--- src/rtl/spram_arb_pkg.sv ---
// Shared definitions for the single-port SRAM arbiter.
//   - arb_state_e : arbiter state encoding (ARB = free round-robin, LOCK = burst owner held)
//   - DEF_*       : default parameter values used by spram_arb
//   - LANE_W      : bits per byte lane; lanes() gives the strobe width for a data width
//   - STAT_W      : width of the optional statistics counters (SPRAM_ARB_STAT_EN)
package spram_arb_pkg;

  typedef enum logic {
    ST_ARB  = 1'b0,
    ST_LOCK = 1'b1
  } arb_state_e;

  localparam int DEF_NUM_REQ    = 2;
  localparam int DEF_ADDR_WIDTH = 14;
  localparam int DEF_DATA_WIDTH = 32;
  localparam int DEF_MAX_LOCK   = 16;

  localparam int LANE_W = 8;
  localparam int STAT_W = 16;

  function automatic int lanes(input int data_width);
    return data_width / LANE_W;
  endfunction

endpackage

--- src/rtl/spram_arb_rr_pick.sv ---
// Round-robin priority encoder: picks the first asserted bit of valid at or
// after ptr, wrapping modulo N. Purely combinational, reusable by any arbiter.
// Ports:
//   valid : request vector
//   ptr   : highest-priority index this cycle (must be < N)
//   grant : one-hot grant, all-zero when nothing is valid
//   idx   : binary index of the grant (0 when nothing is valid)
//   any   : at least one request valid
module spram_arb_rr_pick #(
  parameter int N  = 2,
  parameter int IW = (N > 1) ? $clog2(N) : 1
) (
  input  logic [N-1:0]  valid,
  input  logic [IW-1:0] ptr,
  output logic [N-1:0]  grant,
  output logic [IW-1:0] idx,
  output logic          any
);

  logic [IW-1:0] j;

  always_comb begin
    grant = '0;
    idx   = '0;
    any   = 1'b0;
    j     = '0;
    for (int k = 0; k < N; k++) begin
      j = IW'((int'(ptr) + k) % N);
      if (!any && valid[j]) begin
        any      = 1'b1;
        grant[j] = 1'b1;
        idx      = j;
      end
    end
  end

endmodule

--- src/rtl/spram_arb.sv ---
// Round-robin arbiter sharing one single-port SRAM between NUM_REQ requesters.
// At most one access per cycle; a requester holding req_lock_i keeps the grant
// for up to MAX_LOCK consecutive beats. Responses return one cycle after
// acceptance; read data is the SRAM output passed straight through.
// Ports:
//   clk_i, rst_n_i          : clock, asynchronous active-low reset
//   req_valid/ready/lock    : per-requester handshake and burst lock
//   req_addr/wdata/wstrb    : packed per-requester access (wstrb==0 means read)
//   rsp_valid_o, rsp_rdata_o: per-requester response strobe, shared read data
//   ram_*                   : SRAM macro interface (byte write enables active-low)
// Optional (define SPRAM_ARB_STAT_EN):
//   stat_clr_i, stat_grant_cnt_o, stat_stall_cnt_o : saturating usage counters
module spram_arb
  import spram_arb_pkg::*;
#(
  parameter int NUM_REQ    = DEF_NUM_REQ,
  parameter int ADDR_WIDTH = DEF_ADDR_WIDTH,
  parameter int DATA_WIDTH = DEF_DATA_WIDTH,
  parameter int MAX_LOCK   = DEF_MAX_LOCK
) (
  input  logic                                clk_i,
  input  logic                                rst_n_i,
`ifdef SPRAM_ARB_STAT_EN
  input  logic                                stat_clr_i,
  output logic [NUM_REQ*STAT_W-1:0]           stat_grant_cnt_o,
  output logic [STAT_W-1:0]                   stat_stall_cnt_o,
`endif
  input  logic [NUM_REQ-1:0]                  req_valid_i,
  output logic [NUM_REQ-1:0]                  req_ready_o,
  input  logic [NUM_REQ-1:0]                  req_lock_i,
  input  logic [NUM_REQ*ADDR_WIDTH-1:0]       req_addr_i,
  input  logic [NUM_REQ*DATA_WIDTH-1:0]       req_wdata_i,
  input  logic [NUM_REQ*(DATA_WIDTH/8)-1:0]   req_wstrb_i,
  output logic [NUM_REQ-1:0]                  rsp_valid_o,
  output logic [DATA_WIDTH-1:0]               rsp_rdata_o,
  output logic [DATA_WIDTH/8-1:0]             ram_wenb_o,
  output logic [ADDR_WIDTH-1:0]               ram_addr_o,
  output logic [DATA_WIDTH-1:0]               ram_wdata_o,
  input  logic [DATA_WIDTH-1:0]               ram_rdata_i
);

  localparam int NB = lanes(DATA_WIDTH);
  localparam int IW = (NUM_REQ > 1) ? $clog2(NUM_REQ) : 1;
  localparam int CW = $clog2(MAX_LOCK);

  arb_state_e          state, state_nxt;
  logic [IW-1:0]       ptr, ptr_nxt;
  logic [IW-1:0]       owner, owner_nxt;
  logic [CW-1:0]       lock_cnt, lock_cnt_nxt;
  logic [NUM_REQ-1:0]  last_grant;

  logic [NUM_REQ-1:0]  pick_grant;
  logic [IW-1:0]       pick_idx;
  logic                pick_any;

  logic [NUM_REQ-1:0]  grant;
  logic [IW-1:0]       gidx;
  logic                gany;

  spram_arb_rr_pick #(.N(NUM_REQ), .IW(IW)) u_pick (
    .valid (req_valid_i),
    .ptr   (ptr),
    .grant (pick_grant),
    .idx   (pick_idx),
    .any   (pick_any)
  );

  // Grant and next-state. gidx stays 0 without a grant so the RAM sees
  // requester 0's address/data (harmless, write enables are all high).
  always_comb begin
    grant        = '0;
    gidx         = '0;
    gany         = 1'b0;
    state_nxt    = state;
    ptr_nxt      = ptr;
    owner_nxt    = owner;
    lock_cnt_nxt = lock_cnt;
    case (state)
      ST_ARB: begin
        grant = pick_grant;
        gidx  = pick_idx;
        gany  = pick_any;
        if (pick_any) begin
          ptr_nxt = (pick_idx == IW'(NUM_REQ - 1)) ? '0 : pick_idx + 1'b1;
          if (req_lock_i[pick_idx]) begin
            state_nxt    = ST_LOCK;
            owner_nxt    = pick_idx;
            lock_cnt_nxt = CW'(1);
          end
        end
      end
      ST_LOCK: begin
        // Pointer was already moved past the owner when the lock began.
        if (req_valid_i[owner]) begin
          gany         = 1'b1;
          gidx         = owner;
          grant[owner] = 1'b1;
          if (!req_lock_i[owner] || lock_cnt == CW'(MAX_LOCK - 1)) begin
            state_nxt    = ST_ARB;
            lock_cnt_nxt = '0;
          end else begin
            lock_cnt_nxt = lock_cnt + 1'b1;
          end
        end else begin
          state_nxt    = ST_ARB;
          lock_cnt_nxt = '0;
        end
      end
      default: state_nxt = ST_ARB;
    endcase
  end

  assign req_ready_o = grant;
  assign ram_addr_o  = req_addr_i[gidx*ADDR_WIDTH +: ADDR_WIDTH];
  assign ram_wdata_o = req_wdata_i[gidx*DATA_WIDTH +: DATA_WIDTH];
  assign ram_wenb_o  = gany ? ~req_wstrb_i[gidx*NB +: NB] : '1;
  assign rsp_valid_o = last_grant;
  assign rsp_rdata_o = ram_rdata_i;

  always_ff @(posedge clk_i or negedge rst_n_i) begin
    if (!rst_n_i) begin
      state      <= ST_ARB;
      ptr        <= '0;
      owner      <= '0;
      lock_cnt   <= '0;
      last_grant <= '0;
    end else begin
      state      <= state_nxt;
      ptr        <= ptr_nxt;
      owner      <= owner_nxt;
      lock_cnt   <= lock_cnt_nxt;
      last_grant <= grant;
    end
  end

`ifdef SPRAM_ARB_STAT_EN
  function automatic logic [STAT_W-1:0] sat_inc(input logic [STAT_W-1:0] v);
    return (v == '1) ? v : v + 1'b1;
  endfunction

  logic stall;
  assign stall = |(req_valid_i & ~grant);

  always_ff @(posedge clk_i or negedge rst_n_i) begin
    if (!rst_n_i) begin
      stat_grant_cnt_o <= '0;
      stat_stall_cnt_o <= '0;
    end else if (stat_clr_i) begin
      stat_grant_cnt_o <= '0;
      stat_stall_cnt_o <= '0;
    end else begin
      for (int i = 0; i < NUM_REQ; i++) begin
        if (grant[i])
          stat_grant_cnt_o[i*STAT_W +: STAT_W] <= sat_inc(stat_grant_cnt_o[i*STAT_W +: STAT_W]);
      end
      if (stall)
        stat_stall_cnt_o <= sat_inc(stat_stall_cnt_o);
    end
  end
`endif

endmodule

--- config.mk ---
export PLATFORM = sky130hd
export DESIGN_NAME = spram_arb
export DESIGN_NICKNAME = d
export VERILOG_FILES = /design/src/rtl/spram_arb_pkg.sv /design/src/rtl/spram_arb_rr_pick.sv /design/src/rtl/spram_arb.sv
export SDC_FILE = /design/constraint.sdc
export NUM_CORES = 1
export LEC_CHECK = 0
export CORE_MARGIN = 5
export CORE_UTILIZATION = 20
export CTS_BUF_LIST = sky130_fd_sc_hd__clkbuf_8
export CTS_CLUSTER_SIZE = 25
export DETAILED_ROUTE_END_ITERATION = 8
export PLACE_DENSITY = 0.78
export SLEW_MARGIN = 30
export SYNTH_ARGS = -nofsm -noshare
export SYNTH_HDL_FRONTEND = slang
export SYNTH_SLANG_ARGS = --single-unit
--- constraint.sdc ---
create_clock -name clk_i -period 1.6 [get_ports clk_i]
set_clock_uncertainty 0.1 [all_clocks]
set_input_delay 0.16 -clock clk_i [delete_from_list [all_inputs] [get_ports clk_i]]
set_output_delay 0.16 -clock clk_i [all_outputs]
set_load 0.005 [all_outputs]
==> results of run 1 <==
==> power by group through the flow <==
stage / Combinational, mW / Clock, mW / Sequential, mW
6_report: 2.64 / 0.250 / 0.353
5_1_grt: 2.80 / 0.271 / 0.369
4_1_cts: 2.54 / 0.254 / 0.351
3_5_place_dp: 1.97 / 0 / 0.356
3_3_place_gp: 1.94 / 0 / 0.352
2_1_floorplan: 0.862 / 0 / 0.347
==> routing by layer <==
metal | track usage, % | vias to the layer above | part of all wire (%)
met5 | 0 | - | 0
met4 | 2.97 | 0 | 0.78
met3 | 5.17 | 8 | 9.7
met2 | 28.8 | 119 | 54
met1 | 16.4 | 789 | 36
li1 | - | 790 | -
==> worst max-delay path, cell delays in order, from the launching register on <==
cell and delay [ns]:
dfrtp_1 0.38, nand2b_4 0.16, o211ai_4 0.20, buf_12 0.16, buf_8 0.11, buf_12 0.11, mux2_4 0.32, buf_6 0.12
==> stage by stage <==
stage | area (um^2) | worst slack, ns | hold WS [ns] | setup TNS (ns) | cells
after global routing | 3430 | -0.520 | 0.168 | -23.42 | 382
final | 3430 | -0.451 | 0.126 | -19.75 | 382
after CTS | 3340 | -0.510 | 0.145 | -22.22 | 380
after floorplan | 1350 | -0.0101 | -0.236 | -0.0302 | 140
after global placement | 2930 | -0.740 | 0.220 | -36.34 | 360
after detailed placement | 2930 | -0.773 | 0.220 | -37.23 | 360
==> worst max-delay path by stage <==
stage / cells after the start / startpoint / end / slack (ns)
2_1_floorplan: 5 / ptr$_DFFE_PN0P_ / ram_wenb_o[0] / -0.01
3_3_place_gp: 7 / req_valid_i[0] / ram_addr_o[3] / -0.74
3_5_place_dp: 7 / req_valid_i[0] / ram_addr_o[10] / -0.77
4_1_cts: 8 / ptr$_DFFE_PN0P_ / ram_wdata_o[17] / -0.51
5_1_grt: 7 / ptr$_DFFE_PN0P_ / ram_addr_o[1] / -0.52
6_report: 7 / ptr$_DFFE_PN0P_ / ram_addr_o[1] / -0.45
==> cell usage after synthesis, types with 3 or more instances <==
cell,number,share of area (%)
nor2_1,4,1.1
buf_4,35,19
dfrtp_1,9,17
nand2_1,10,2.8
a21oi_1,3,1.1
buf_6,3,2.5
a32o_1,3,2.2
inv_1,3,0.83
o21ai_0,3,1.1
mux2_2,50,42
==> cells by family (layout without fill, tap and decap cells) <==
family / count (synthesis) / in the layout
AOI/OAI and AO/OA: 15 / 15
DFF: 9 / 9
buffers and inverters: 42 / 204
and+or+nand+nor: 23 / 23
adders and majority gates: 1 / 1
muxes: 50 / 50
==> area by class of cell <==
type	count	area [um^2]	share of cell area [%]
inverter	3	13.8	0.401
clock inverter	1	3.75	0.109
clock buffer	3	41.3	1.20
tap	80	100	2.92
timing repair buffer	197	2030	59.2
multi-input combinational	89	1010	29.6
sequential	9	226	6.61
==> state kept, by name, summed over array words and instances (netlist names) <==
name         flops
state            1
rsp_valid_o      2
lock_cnt         4
ptr              1
owner            1
==> repair_timing <==
item | in CTS | in global routing
cloned | 2 | 0
pin swaps | 2 | 4
hold buffers | 0 | 0
setup endpoints to repair | 55 | 53
setup buffers | 16 | 5
gates resized for setup | 301 | 37
==> impl_metrics.yaml, run 1 <==
power_and_ir_drop:
  p_comb_share_pct: 81.4
  leakagePower_nw: 1.64
  p_total_mw: 3.24
  seq_power_share_pct: 10.9
  p_sw_uw: 991
  peakVddDrop_mv: 0.351
  p_int_mw: 2.25
  swShare_pct: 30.6
  p_per_area_nw_per_um2: 946
  clock_power_share_pct: 7.7
grt:
  track_usage_pct: 15.3
  grt_pass1_vias: 1922
  grt_pass1_wl_mm: 10.1
  antenna_found_initial: 0
  grt_max_degree: 10
  grt-ovfl-total: 0
yosys:
  seq_area_frac_synth_pct: 16.6
  synth-adder-area-share_pct: 0.924
  synthSimpleGateAreaFrac_pct: 8.87
  syn_area_um2: 1350
  synth_nets: 279
  ys_seq_elements: 9
  yosysUniqueCellTypes: 27
  synthMuxAreaShare_pct: 41.6
  synthCells: 140
  ys_warn_count: 0
  synth_xor_area_share_pct: 0
  synth_compound_area_share_pct: 8.87
  synth_top_family_by_area: "multiplexers"
  synth_edf_count: 0
  synth_ff_type: "dfrtp_1"
  synthArstFlopShare_pct: 100
  postSynthAreaPerCell_um2: 9.67
die:
  io_pins: 224
  die_height_um: 92.3
  fp.coreArea_um2: 6680
  die_area_um2: 8510
  die_w_um: 92.3
  start_util_pct: 20.3
  rows: 30
cts:
  cts_buffers: 3
  clk_latency_ns: 0.23
  clkTransAtPathRegs_ns: 0.04
  cts_root_buffer: "clkbuf_8"
  cts_tree: "built"
  clockBufferDepth: 2
  cts_sinks: 9
  htreeDepth: 1
final_layout:
  num_antenna_cells: 0
  drive_gt1_share_pct: 51.7
  fin_util_pct: 51.3
  nFillCells: 606
  layout.nets: 442
  final_common_cell: "clkdlybuf4s50_1"
  mostFrequentLayoutCells: "clkdlybuf4s50_1 (105), buf_6 (63), mux2_4 (47)"
  syn_to_final_growth_pct: 153
worst_setup_path:
  criticalPathCategory: "flip-flop to output pin"
  setup.worst_path.end_class: "output pin"
  crit_required_ns: 1.34
  start_kind: "flip-flop"
  worstReg2RegEnd: "rsp_valid_o[1]$_DFF_PN0_"
  reg2reg_depth: 8
  worstPathMaxFanout: 7
  arrival_ns: 1.79
  r2r_slack_ns: 0.05
  rr_startpoint: "ptr$_DFFE_PN0P_"
timing:
  timing.final.crit_share_pct: 128
  hold_viol_final: 0
  fmax_mhz: 487
  min_period_ns: 2.05
  slew_headroom_pct: 72.5
  tightest_slew_ns: 0.411
  drv_slew: 0
  rsz0062_at_grt: "true"
  worst_slack_ns: -0.451
  setup_viol: 51
detailed_routing:
  firstDrtPassIters: 4
  routed_wl_mm: 7.08
  vias_per_cell: 4.47
  initialDrtViolationCount: 37
  drc: 0
  ant_nets: 0
  vias: 1706
  wl_per_cell_um: 18.5
min_path:
  min_path_type: "input port to async pin"
outcome:
  status: "finished with violations"
  violations: "setup timing"
placed_design:
  io_buffers: 159
  globalplace.congestion: 0.870
  dp_hpwl_mm: 5.63
job:
  max_cap_viol_count: 0
Note: power is estimated with default switching activity, not from simulation.
==> run 2, diff against run 1 <==
--- a/config.mk
+++ b/config.mk
@@ -10,6 +10,7 @@
 export CTS_BUF_LIST = sky130_fd_sc_hd__clkbuf_8
 export CTS_CLUSTER_SIZE = 25
 export DETAILED_ROUTE_END_ITERATION = 8
+export GPL_TIMING_DRIVEN = 0
 export PLACE_DENSITY = 0.78
 export SLEW_MARGIN = 30
 export SYNTH_ARGS = -nofsm -noshare
==> impl_metrics.yaml, run 2 (synthesis results as in run 1) <==
final_layout:
  layout.nets: 496
  syn_to_final_growth_pct: 189
  num_antenna_cells: 0
  mostFrequentLayoutCells: "clkdlybuf4s50_1 (137), buf_6 (54), mux2_4 (48)"
  fin_util_pct: 58.6
  drive_gt1_share_pct: 49.7
  regMostFlops: "lock_cnt"
  final_common_cell: "clkdlybuf4s50_1"
  fin_area_um2: 3920
  final_cells: 436
  largest_register_ffs: 4
die:
  die_area_um2: 8510
  fp.coreArea_um2: 6680
  die_w_um: 92.3
  die_height_um: 92.3
  start_util_pct: 20.3
  io_pins: 224
  rows: 30
timing:
  slew_headroom_pct: 73.0
  whs_ns: 0.122
  min_period_ns: 2.11
  tightest_slew_ns: 0.403
  drv_slew: 0
  worst_slack_ns: -0.513
  setup_viol: 51
  timing.final.crit_share_pct: 132
  rsz0062_at_grt: "true"
  fmax_mhz: 473
  setup-tns-final_ns: -20.10
  hold_viol_final: 0
cts:
  cts_tree: "built"
  clk_latency_ns: 0.23
  htreeDepth: 1
  cts_sinks: 9
  holdBufCountCts: 0
  cts_root_buffer: "clkbuf_8"
  cts_buffers: 3
  clockBufferDepth: 2
  clkTransAtPathRegs_ns: 0.05
placed_design:
  globalplace.congestion: 0.765
  pre_cts_ws_ns: -0.977
  io_buffers: 190
  dpl-instance-area_um2: 3360
  dp.cells: 410
  dp_hpwl_mm: 6.32
power_and_ir_drop:
  p_total_mw: 3.33
  leakagePower_nw: 1.88
  peakVddDrop_mv: 0.356
  p_per_area_nw_per_um2: 851
detailed_routing:
  initialDrtViolationCount: 78
  routed_wl_mm: 7.84
  vias: 1916
  firstDrtPassIters: 4
  vias_per_cell: 4.39
  drc: 0
  wl_per_cell_um: 18.0
  ant_nets: 0
grt:
  antenna_found_initial: 0
  track_usage_pct: 16.6
  grt_pass1_wl_mm: 11.3
  grt_pass1_vias: 2220
  grt-ovfl-total: 0
  grt_max_degree: 11
worst_setup_path:
  worstPathMaxFanout: 5
  crit_required_ns: 1.34
  cpMostUsedCell: "buf_6"
  path_buf_inv: 5
  criticalPathCategory: "flip-flop to output pin"
  cpMaxStageDelayCell: "dfrtp_1"
  path_delay_family: "buffers and inverters"
  start_kind: "flip-flop"
  crit_chain: "nand2b_4 -> o211ai_4 -> buf_12 -> buf_6 -> buf_6 -> buf_6 -> mux2_4 -> nand2_1 -> buf_2"
  setup.worst_path.end_class: "output pin"
  arrival_ns: 1.85
  slowest_delay_ns: 0.37
min_path:
  min_path_type: "input port to async pin"
job:
  max_cap_viol_count: 0
outcome:
  violations: "setup timing"
  status: "finished with violations"
## run 2: worst paths after layout
check                      depth (start not counted)                     from                        to  slack, ns
max in group asynchronous                          1                  rst_n_i           state$_DFF_PN0_       0.97
min reg2reg                                        1  lock_cnt[3]$_DFFE_PN0P_   lock_cnt[3]$_DFFE_PN0P_       0.42
max reg2reg                                        5          ptr$_DFFE_PN0P_   lock_cnt[2]$_DFFE_PN0P_       0.10
min                                                1                  rst_n_i  rsp_valid_o[0]$_DFF_PN0_       0.12
max                                                9          ptr$_DFFE_PN0P_             ram_wenb_o[2]      -0.51
min in group clk_i                                 3           req_valid_i[1]           ptr$_DFFE_PN0P_       0.36
## run 2: power by group
part           leakage, nW  internal (mW)  switching [mW]  total (mW)
sequential           0.114          0.300          0.0619       0.362
combinational         1.74           1.84           0.865        2.71
clock               0.0255          0.170          0.0925       0.262
total                 1.88           2.31            1.02        3.33
## run 2: what timing repair did
item | CTS | global route
buffers inserted | 21 | 5
gates cloned | 3 | 0
gates resized for setup | 313 | 19
setup endpoints to repair | 54 | 55
hold endpoints to repair | 0 | 0
pin swaps | 1 | 1
## run 2: final cells by class
class	instances	area [um^2]
inverter	3	11.3
tap	80	100
fill	568	2770
timing repair buffer	216	2240
multi-input combinational	89	1020
clock inverter	1	5.00
clock buffer	3	41.3
sequential	9	226
buffer	35	272
## run 2: routing by layer
| layer | GRT usage [%] | wire, um | up-vias |
|---|---|---|---|
| met3 | 6.07 | 787 | 14 |
| met5 | 0 | 0 | - |
| met4 | 4.46 | 168 | 0 |
| met1 | 17.3 | 2760 | 868 |
| li1 | - | - | 895 |
| met2 | 31.1 | 4130 | 139 |
